--- src/rtl/flex_counter_staged.sv ---
// Two-level staged counter: an inner stage counter with runtime length and an outer round counter.
// Define FLEX_CNT_SATURATE_EN to freeze the counters once all rounds complete.
module flex_counter_staged #(
    parameter int NUM_CNT_BITS = 6,
    parameter int NUM_TO_COUNT = 40,
    parameter int NUM_RND_BITS = 4,
    parameter int NUM_ROUNDS   = 10
) (
    input  logic                    clk,
    input  logic                    rst,
    input  logic                    clear,
    input  logic                    count_enable,
    input  logic [NUM_CNT_BITS-1:0] rollover_val,
    output logic [NUM_CNT_BITS-1:0] count_out,
    output logic [NUM_RND_BITS-1:0] round_out,
    output logic                    done_flag,
    output logic                    all_done
);

    localparam logic [NUM_CNT_BITS-1:0] DEF_LEN  = NUM_CNT_BITS'(NUM_TO_COUNT);
    localparam logic [NUM_RND_BITS-1:0] LAST_RND = NUM_RND_BITS'(NUM_ROUNDS - 1);
`ifdef FLEX_CNT_SATURATE_EN
    localparam bit SATURATE = 1'b1;
`else
    localparam bit SATURATE = 1'b0;
`endif

    logic [NUM_CNT_BITS-1:0] eff_len;
    logic [NUM_CNT_BITS-1:0] last_cnt;
    logic                    wrap;
    logic                    halted;

    // A zero runtime length falls back to the build-time default, so eff_len >= 1.
    assign eff_len  = (rollover_val == '0) ? DEF_LEN : rollover_val;
    assign last_cnt = eff_len - NUM_CNT_BITS'(1);
    // >= rather than == so a shortened stage wraps instead of running to overflow.
    assign wrap     = (count_out >= last_cnt);
    assign halted   = SATURATE && all_done;

    always_ff @(posedge clk or posedge rst) begin
        if (rst) begin
            count_out <= '0;
            round_out <= '0;
            done_flag <= 1'b0;
            all_done  <= 1'b0;
        end else if (clear) begin
            count_out <= '0;
            round_out <= '0;
            done_flag <= 1'b0;
            all_done  <= 1'b0;
        end else begin
            done_flag <= 1'b0;
            if (count_enable && !halted) begin
                if (wrap) begin
                    done_flag <= 1'b1;
                    if (round_out == LAST_RND) begin
                        all_done <= 1'b1;
                        if (SATURATE) begin
                            count_out <= last_cnt;
                        end else begin
                            count_out <= '0;
                            round_out <= '0;
                        end
                    end else begin
                        count_out <= '0;
                        round_out <= round_out + NUM_RND_BITS'(1);
                    end
                end else begin
                    count_out <= count_out + NUM_CNT_BITS'(1);
                end
            end
        end
    end

endmodule

--- config.mk ---
export PLATFORM = sky130hd
export DESIGN_NAME = flex_counter_staged
export DESIGN_NICKNAME = d
export VERILOG_FILES = /design/src/rtl/flex_counter_staged.sv
export SDC_FILE = /design/constraint.sdc
export NUM_CORES = 1
export LEC_CHECK = 0
export ABC_AREA = 1
export ABC_CLOCK_PERIOD_IN_PS = 1700
export BUFFER_PORTS_ARGS = -buffer_cell sky130_fd_sc_hd__buf_2
export CORE_MARGIN = 1.5
export CORE_UTILIZATION = 52
export CTS_BUF_LIST = sky130_fd_sc_hd__clkbuf_16
export DETAILED_ROUTE_END_ITERATION = 8
export PLACE_DENSITY_LB_ADDON = 0.15
export SYNTH_ARGS = -nofsm -noshare
export SYNTH_HDL_FRONTEND = slang
export SYNTH_SLANG_ARGS = --single-unit
--- constraint.sdc ---
create_clock -name clk -period 1.7 [get_ports clk]
set_clock_uncertainty 0.1 [all_clocks]
set_input_delay 0.085 -clock clk [delete_from_list [all_inputs] [get_ports clk]]
set_output_delay 0.085 -clock clk [all_outputs]
set_load 0.005 [all_outputs]
==> run summary, run 1 <==
r2r setup slk -> 40 ps
Fin Setup TNS -> -753.9 ps
sequential share of power -> 0.310
CTS tree -> yes
critical-path cell list -> buf_12 > inv_12 > ha_4 > nand4_4 > nand2_2 > nand3_2 > xor2_1 > ha_1 > nand2_1 > nand2_2 > a21oi_4 > nand2_2 > buf_6 > nand4_1 > nand2_1
power density cells -> 781.0 mW/mm²
Die Span Y -> 45.34 µm
FMAX -> 559.1 MHz
first-pass GRT wire length -> 3553 µm
Core ar. -> 0.001708 mm²
largest net degree at the start of global routing -> 13
Crit path max-delay family -> simple AND/OR/NAND/NOR gates
met1 Usage GRT -> 0.3040
CP Capture Type -> flip-flop
RSZ-0062 raised after global routing -> yes
Internal Pwr Total -> 0.0007739 W
setup ws final -> -88.56 ps
sequential share of the synthesized area -> 0.3221
top cells by area, synth -> dfrtp_1 32%, nand2_1 14%, ha_1 13%
hpwl dp -> 1571 µm
WP buf/inv -> 3
busiest grt layer -> met2
CTS Sinks -> 12
Hold Violations, Final -> 0
Finished Cell Area -> 0.001428 mm²
Worst-path clk slew -> 40 ps
#FFs+latches synth -> 12
die area -> 0.002056 mm²
H-Tree Depth -> 1
Post-Syn Nets -> 146
number of global-route vias before repair -> 876
hold crit path type -> input port to flip-flop
Synth Warn # -> 0
wire length per cell -> 12.54 µm
grt met3 use -> 0.07200
worst slew pin tran -> 472.7 ps
Synth area leader -> dfrtp_1
CP Class -> input port to flip-flop
gr ovfl total -> 0
met2 Use GR -> 0.4114
worst-case clock buffer depth -> 2
VDD IR-drop max -> 682.6 µV
post-route ant nets -> 0
Slew Limit Headroom -> 0.6845
post-synth top area share -> 0.3221
outcome -> finished, violations left
Nets -> 187
die width -> 45.34 µm
Antenna diodes -> 0
CP required -> 1730 ps
leakage -> 0.7457 nW
CP max stage cell -> ha_1
Fillers -> 105
max-cap check violation count -> 0
Total Routing Usage GR -> 0.2494
Vias -> 972
Initial Util -> 0.5458
P_sw -> 0.0003411 W
DRC -> 0
vias per inst -> 5.089
Root Buffer -> clkbuf_16
GPL Wtd Cong -> 0.8700
startpoint types -> input port
initial antenna violation count -> 0
Final period util -> 1.052
Final Slew Violations -> 0
failing checks -> setup timing
Post-DP Area -> 0.001179 mm²
Total Power -> 0.001115 W
synth unique cells -> 23
Largest stage delay, worst path -> 310 ps
switching share of power -> 0.3059
Inst Count DP -> 182
syn avg cell area -> 7.398 µm²
area delta synth->final -> 53.15%
Critical Path AT -> 1820 ps
clock group share of total power -> 0.392
WL final -> 2396 µm
mapped cell area -> 932.1 µm²
count of standard-cell rows -> 15
Layout Cells excl Fill -> 191
Post-Route Utilization -> 0.8359
clk_lat worst skew -> 240 ps
share of layout cells above drive strength 1 -> 0.4217
Ports -> 22
DRT Pass-1 Iters -> 4
critical path fanouts, max -> 6
combinational power share -> 0.299
Port Buffer Count -> 21
CTS Buf Count -> 3
Mapped Cells -> 126
Initial DRC Count -> 15
post-route minimum period -> 1789 ps
most frequent CP cell -> nand2_2
final setup fails -> 11
worst paths after layout:
path,depth (start not counted),startpoint,endpoint
setup / recovery,15,rollover_val[1],all_done
hold / removal,3,count_enable,done_flag
setup reg to reg,8,count_out[3],all_done
hold reg to reg,2,all_done,all_done
max in group asynchronous,3,rst,count_out[0]
min in group asynchronous,3,rst,count_out[2]
power groups by stage:
stage | combinational, W | sequential, W | clock [W]
after CTS | 0.000288 | 0.000343 | 0.000444
after global routing | 0.000376 | 0.000350 | 0.000460
final | 0.000333 | 0.000345 | 0.000437
after floorplan | 0.000154 | 0.000350 | 0
after detailed placement | 0.000264 | 0.000348 | 0
after global placement | 0.000259 | 0.000346 | 0
cells by family after synthesis:
kind of cell / count (synthesis) / synth area share
and+or+nand+nor: 68 / 0.3436
AOI/OAI and AO/OA: 8 / 0.04966
buffers and inverters: 21 / 0.08457
DFF: 12 / 0.3221
adders and majority gates: 10 / 0.1342
xor gates and xnor gates: 7 / 0.06577
synthesized netlist by cell type:
library cell,n
a21oi_1,1
a21oi_2,1
dfrtp_1,12
ha_1,10
inv_1,19
inv_2,2
nand2_1,34
nand2_2,1
nand2_4,1
nand3_1,8
nand3_2,1
nand4_1,3
nand4_4,1
nor2_1,15
nor2_2,1
nor2_4,1
nor3_1,1
o21ai_0,2
o21ai_1,3
o21bai_1,1
or2_1,1
xnor2_1,3
xor2_1,4
metrics by stage:
step	setup slack, ps	hold WS (ps)
6_report	-88.56	30.83
5_1_grt	-170.5	47.82
4_1_cts	-37.87	21.33
3_5_place_dp	-416.8	22.50
3_3_place_gp	-373.3	8.320
2_1_floorplan	-29.77	-150.3
routing by layer:
metal / up-vias / wire [µm]
met5: - / 0
li1: 480 / -
met4: 0 / 38
met2: 25 / 1246
met1: 462 / 1018
met3: 5 / 92
cell usage in the layout, fill, tap and decap left out, types with 2 or more instances in the layout:
master,count
buf_2,19
buf_4,12
clkbuf_16,3
dfrtp_1,12
dlygate4sd3_1,2
ha_1,8
ha_4,2
inv_1,15
inv_2,2
inv_4,2
nand2_1,24
nand2_2,10
nand2_4,2
nand3_1,6
nand3_2,2
nand4_1,3
nor2_1,11
nor2_2,3
nor2_4,3
o21ai_0,2
o21ai_1,3
xnor2_1,3
xor2_1,4
worst min-delay path: stages:
cell and delay, ps:
buf_2 130, inv_1 80, nor3_2 50
timing repair:
item	in CTS	in global routing
gates cloned	0	0
setup buffers	1	2
hold endpoints to repair	13	0
setup endpoints to repair	12	12
gates resized for setup	18	17
pin swaps	13	8
hold buffers	2	0
flip-flops by register name, summed over array words and instances, names as in the netlist:
name       count
all_done       1
done_flag      1
round_out      4
count_out      6
area by class of cell:
class,count,area (µm²),area share
Multi-Input combinational cell,93,661.9,0.4636
Tap cell,25,31.28,0.02191
Sequential cell,12,300.3,0.2103
Inverter,21,103.9,0.07274
Clock inverter,1,3.754,0.002629
Timing Repair Buffer,36,251.5,0.1762
Clock buffer,3,75.07,0.05259
Power figures use the tool's default switching activity.
==> run 2, diff against run 1 <==
CTS_CLUSTER_DIAMETER = 50   (was not set)
GPL_TIMING_DRIVEN = 0   (was not set)
==> run 2 against run 1 <==
Net effect:
- the flow still finishes with violations (setup timing)
- die area unchanged
- final cell count decreased by 3.7%
- wire length decreased by 6.8%
- register-to-register slack about the same
- largest power group unchanged
==> run summary, run 2 (synthesized netlist as in run 1, its figures left out) <==
outcome -> finished, violations left
failing checks -> setup timing
Final period util -> 1.076
initial antenna violation count -> 0
Antenna diodes -> 0
Worst-path clk slew -> 40 ps
max-cap check violation count -> 0
Fillers -> 121
Ports -> 22
largest net degree at the start of global routing -> 13
Biggest register -> count_out
Total Routing Usage GR -> 0.2387
hold crit path type -> input port to flip-flop
clk_lat worst skew -> 240 ps
Layout Cells excl Fill -> 184
footprint of the multi-input gates -> 660.6 µm²
critical path fanouts, max -> 8
CTS Buf Count -> 3
leakage -> 0.7140 nW
DRT Pass-1 Iters -> 4
final setup fails -> 11
FMAX -> 546.5 MHz
share of layout cells above drive strength 1 -> 0.4025
Vias -> 905
max reg flops -> 6
die area -> 0.002056 mm²
power density cells -> 796.9 mW/mm²
Nets -> 180
Root Buffer -> clkbuf_16
count of standard-cell rows -> 15
RSZ-0062 raised after global routing -> yes
Inst Count DP -> 172
first-pass GRT wire length -> 3505 µm
worst hold slack -> 42.67 ps
GPL Wtd Cong -> 0.8086
Top Registers -> count_out (6), round_out (4)
sequential cell area -> 300.3 µm²
CP max stage cell -> ha_1
gr ovfl total -> 0
Internal Pwr Total -> 0.0007579 W
CP Class -> input port to flip-flop
most frequent cells in the layout -> 24 x nand2_1, 19 x buf_2, 15 x inv_1
Initial Util -> 0.5458
switching share of power -> 0.3083
Initial DRC Count -> 11
CP Capture Type -> flip-flop
Hold Violations, Final -> 0
Post-Route Utilization -> 0.8051
startpoint types -> input port
worst-case clock buffer depth -> 2
worst slack, placed -> -466.9 ps
Crit path max-delay family -> simple AND/OR/NAND/NOR gates
Slew Limit Headroom -> 0.7058
worst slew pin tran -> 440.8 ps
post-route ant nets -> 0
CTS tree -> yes
hpwl dp -> 1490 µm
Final Slew Violations -> 0
Core ar. -> 0.001708 mm²
wire length per cell -> 12.14 µm
CTS Sinks -> 12
WP buf/inv -> 3
combinational power share -> 0.275
P_sw -> 0.0003379 W
die width -> 45.34 µm
setup ws final -> -130.0 ps
Critical Path AT -> 1910 ps
DRC -> 0
clock group share of total power -> 0.406
H-Tree Depth -> 1
CP required -> 1780 ps
Port Buffer Count -> 21
most common cell after layout, fill and taps aside -> nand2_1
post-route minimum period -> 1830 ps
VDD IR-drop max -> 643.3 µV
number of global-route vias before repair -> 858
Total Power -> 0.001096 W
sequential share of power -> 0.319
Die Span Y -> 45.34 µm
Largest stage delay, worst path -> 310 ps
vias per inst -> 4.918
WL final -> 2234 µm
critical-path cell list -> buf_12 > inv_12 > ha_4 > nand4_4 > nand2_2 > nand3_2 > xor2_1 > ha_1 > nand2_1 > nand2_2 > a21oi_4 > nand3_2 > nand2_4 > inv_4 > nor2_2
area delta synth->final -> 47.52%
run 2: worst min-delay path, stage by stage:
cell    delay, ps
buf_2         130
inv_1          90
nor3_2         50
run 2: layout make-up:
class / instances / area share
tap: 25 / 0.02275
inverter: 21 / 0.07370
clock buffer: 3 / 0.05460
timing repair buffer: 29 / 0.1474
multi-input combinational: 93 / 0.4804
sequential: 12 / 0.2184
clock inverter: 1 / 0.002730
run 2: final timing paths:
kind,startpoint,endpoint,slack (ps),cells after the start
min reg2reg,all_done,all_done,400,2
max reg2reg,count_out[3],count_out[3],50,8
min in group asynchronous,rst,round_out[3],280,3
max in group asynchronous,rst,count_out[0],920,3
max,rollover_val[1],count_out[3],-130,15
min,count_enable,done_flag,40,3
run 2: per-stage QoR:
step	TNS [ps]	cell area, µm²
after detailed placement	-4937	1104
after floorplan	-115.5	967.2
after global routing	-2693	1375
after CTS	-1356	1266
final	-1050	1375
after global placement	-4202	1104
run 2: layer usage:
layer  vias to the layer above  track usage  wire (µm)
met5                         -            0          0
met4                         0      0.08824         38
met3                         5      0.03600         49
met2                        16       0.4171       1231
met1                       423       0.2952        914
li1                        461            -          -
run 2: what timing repair did:
action / CTS / global route
pin swaps: 11 / 18
cloned: 0 / 0
resized for setup: 10 / 26
setup buffers: 4 / 2
hold endpoints to repair: 13 / 0
hold buffers: 2 / 0
endpoints found under the setup margin: 12 / 12
run 2: power groups by stage:
stage,clock network (W),logic (W),registers [W]
floorplan,0,0.000154,0.000350
global placement,0,0.000227,0.000351
detailed placement,0,0.000232,0.000353
CTS,0.000444,0.000253,0.000349
global route,0.000467,0.000346,0.000353
finish,0.000445,0.000302,0.000349
==> run 3, diff against run 2 <==
CORE_UTILIZATION = 40   (was 52)
==> run 3 against run 2 <==
Net effect:
- the flow still finishes with violations (setup timing)
- highest routed layer unchanged
- die area up 28%
- sequential cell count did not move
- critical endpoint is now all_done
- sequential power about the same
- largest power group unchanged
- critical path depth grew 1
- largest cell class unchanged
- total power down 3.4%
- final cell count rose by 3.3%
- register-to-register slack improved by 20 ps
- first-iteration DRC count down 36%
==> run summary, run 3 (synthesized netlist as in run 1, its figures left out) <==
clk_lat worst skew -> 240 ps
Final Slew Violations -> 0
Vias -> 904
CP Capture Type -> flip-flop
CTS Sinks -> 12
CP required -> 1770 ps
Slew Limit Headroom -> 0.7054
post-route minimum period -> 1815 ps
Core ar. -> 0.002212 mm²
post-route ant nets -> 0
max-cap check violation count -> 0
RSZ-0062 raised after global routing -> yes
final setup fails -> 11
r2r setup slk -> 70 ps
max reg flops -> 6
worst slew pin tran -> 441.5 ps
DRC -> 0
count of standard-cell rows -> 17
worst reg2reg path depth -> 12
leakage -> 0.7234 nW
Final period util -> 1.068
outcome -> finished, violations left
H-Tree Depth -> 1
reg2reg end -> all_done
VDD IR-drop max -> 584.2 µV
Total Power -> 0.001058 W
first-pass GRT wire length -> 3629 µm
vias per inst -> 4.758
Finished Cell Area -> 0.001366 mm²
startpoint types -> input port
area delta synth->final -> 46.58%
DRT Pass-1 Iters -> 4
CP Class -> input port to flip-flop
critical path fanouts, max -> 5
Die Span Y -> 51.28 µm
Root Buffer -> clkbuf_16
worst slack, placed -> -507.0 ps
die width -> 51.28 µm
Biggest register -> count_out
CP endpoint -> all_done
hold crit path type -> input port to flip-flop
Total Routing Usage GR -> 0.1863
Critical Path AT -> 1890 ps
wire length per cell -> 10.82 µm
power density cells -> 774.3 mW/mm²
Critical R2R Launch -> count_out[0]
Hold Violations, Final -> 0
largest net degree at the start of global routing -> 13
GPL Wtd Cong -> 0.7658
Port Buffer Count -> 21
Initial Util -> 0.4214
CTS Buf Count -> 3
hpwl dp -> 1542 µm
Worst-path clk slew -> 40 ps
die area -> 0.002629 mm²
Antenna diodes -> 0
Fillers -> 211
FMAX -> 550.9 MHz
WL final -> 2056 µm
Post-DP Area -> 0.001107 mm²
failing checks -> setup timing
number of global-route vias before repair -> 840
gr ovfl total -> 0
CTS tree -> yes
Nets -> 183
Top Registers -> count_out (6), round_out (4)
most common cell after layout, fill and taps aside -> nand2_1
initial antenna violation count -> 0
CP Launch Point -> rollover_val[1]
worst-case clock buffer depth -> 2
setup ws final -> -115.2 ps
most frequent cells in the layout -> 30 x nand2_1, 19 x buf_2, 16 x inv_1
Ports -> 22
share of layout cells above drive strength 1 -> 0.3642
Initial DRC Count -> 7
## run 3: cell count changes in the layout (fill, tap and decap cells not counted), sizes merged
| cell | before | now |
|---|---|---|
| buf | 27 | 30 |
## run 3: cell type report
class | instances | area [µm²] | area share
sequential | 12 | 300.3 | 0.2198
clock buffer | 3 | 75.07 | 0.05495
clock inverter | 1 | 3.754 | 0.002747
timing repair buffer | 32 | 221.5 | 0.1621
inverter | 21 | 98.84 | 0.07234
multi-input combinational | 93 | 631.9 | 0.4625
tap | 28 | 35.03 | 0.02564
## run 3: critical path: stages
cell and delay [ps]:
buf_12 110, inv_12 40, ha_4 140, nand4_4 120, nand2_2 120, nand3_2 70
xor2_1 150, ha_1 310, nand2_1 80, nand2_2 70, a21oi_4 170, nand3_2 130
buf_4 150, nand3_2 50, nand2_1 50, nand2_1 50
## run 3: worst min path at each step
| stage | startpoint | endpoint | slack, ps | depth (start not counted) |
|---|---|---|---|---|
| after floorplan | rst | all_done | -150 | 1 |
| after global placement | rst | count_out[1] | 10 | 2 |
| after detailed placement | rst | count_out[1] | 10 | 2 |
| after CTS | count_enable | done_flag | 40 | 3 |
| after global routing | count_enable | done_flag | 40 | 3 |
| final | count_enable | done_flag | 40 | 3 |
## run 3: report_power, final
part           switching [W]  leakage [nW]  internal, W
logic               0.000153         0.520     0.000127
registers          0.0000356         0.165     0.000314
clock network       0.000118        0.0385     0.000309
total               0.000307         0.723     0.000751
## run 3: per-layer routing
| layer | global-route usage | wire length, µm |
|---|---|---|
| met5 | 0 | 0 |
| met4 | 0.07895 | 16 |
| met3 | 0.02632 | 60 |
| met2 | 0.3160 | 1036 |
| met1 | 0.2358 | 943 |
## run 3: timing repair
action | 4_1_cts | 5_1_grt
hold endpoints to repair | 13 | 0
setup endpoints to repair | 12 | 12
buffers inserted | 6 | 3
hold buffers | 2 | 0
pin swaps | 14 | 13
gates resized for setup | 13 | 11
## run 3: stage by stage
| stage | TNS [ps] | hold slack (ps) | instances | util |
|---|---|---|---|---|
| floorplan | -115.5 | -150.3 | 126 | - |
| global placement | -4426 | 10.11 | 175 | 0.5006 |
| detailed placement | -5464 | 14.74 | 175 | 0.5006 |
| CTS | -1532 | 37.95 | 187 | 0.5888 |
| global route | -2667 | 42.60 | 190 | 0.6176 |
| finish | -922.2 | 42.74 | 190 | 0.6176 |
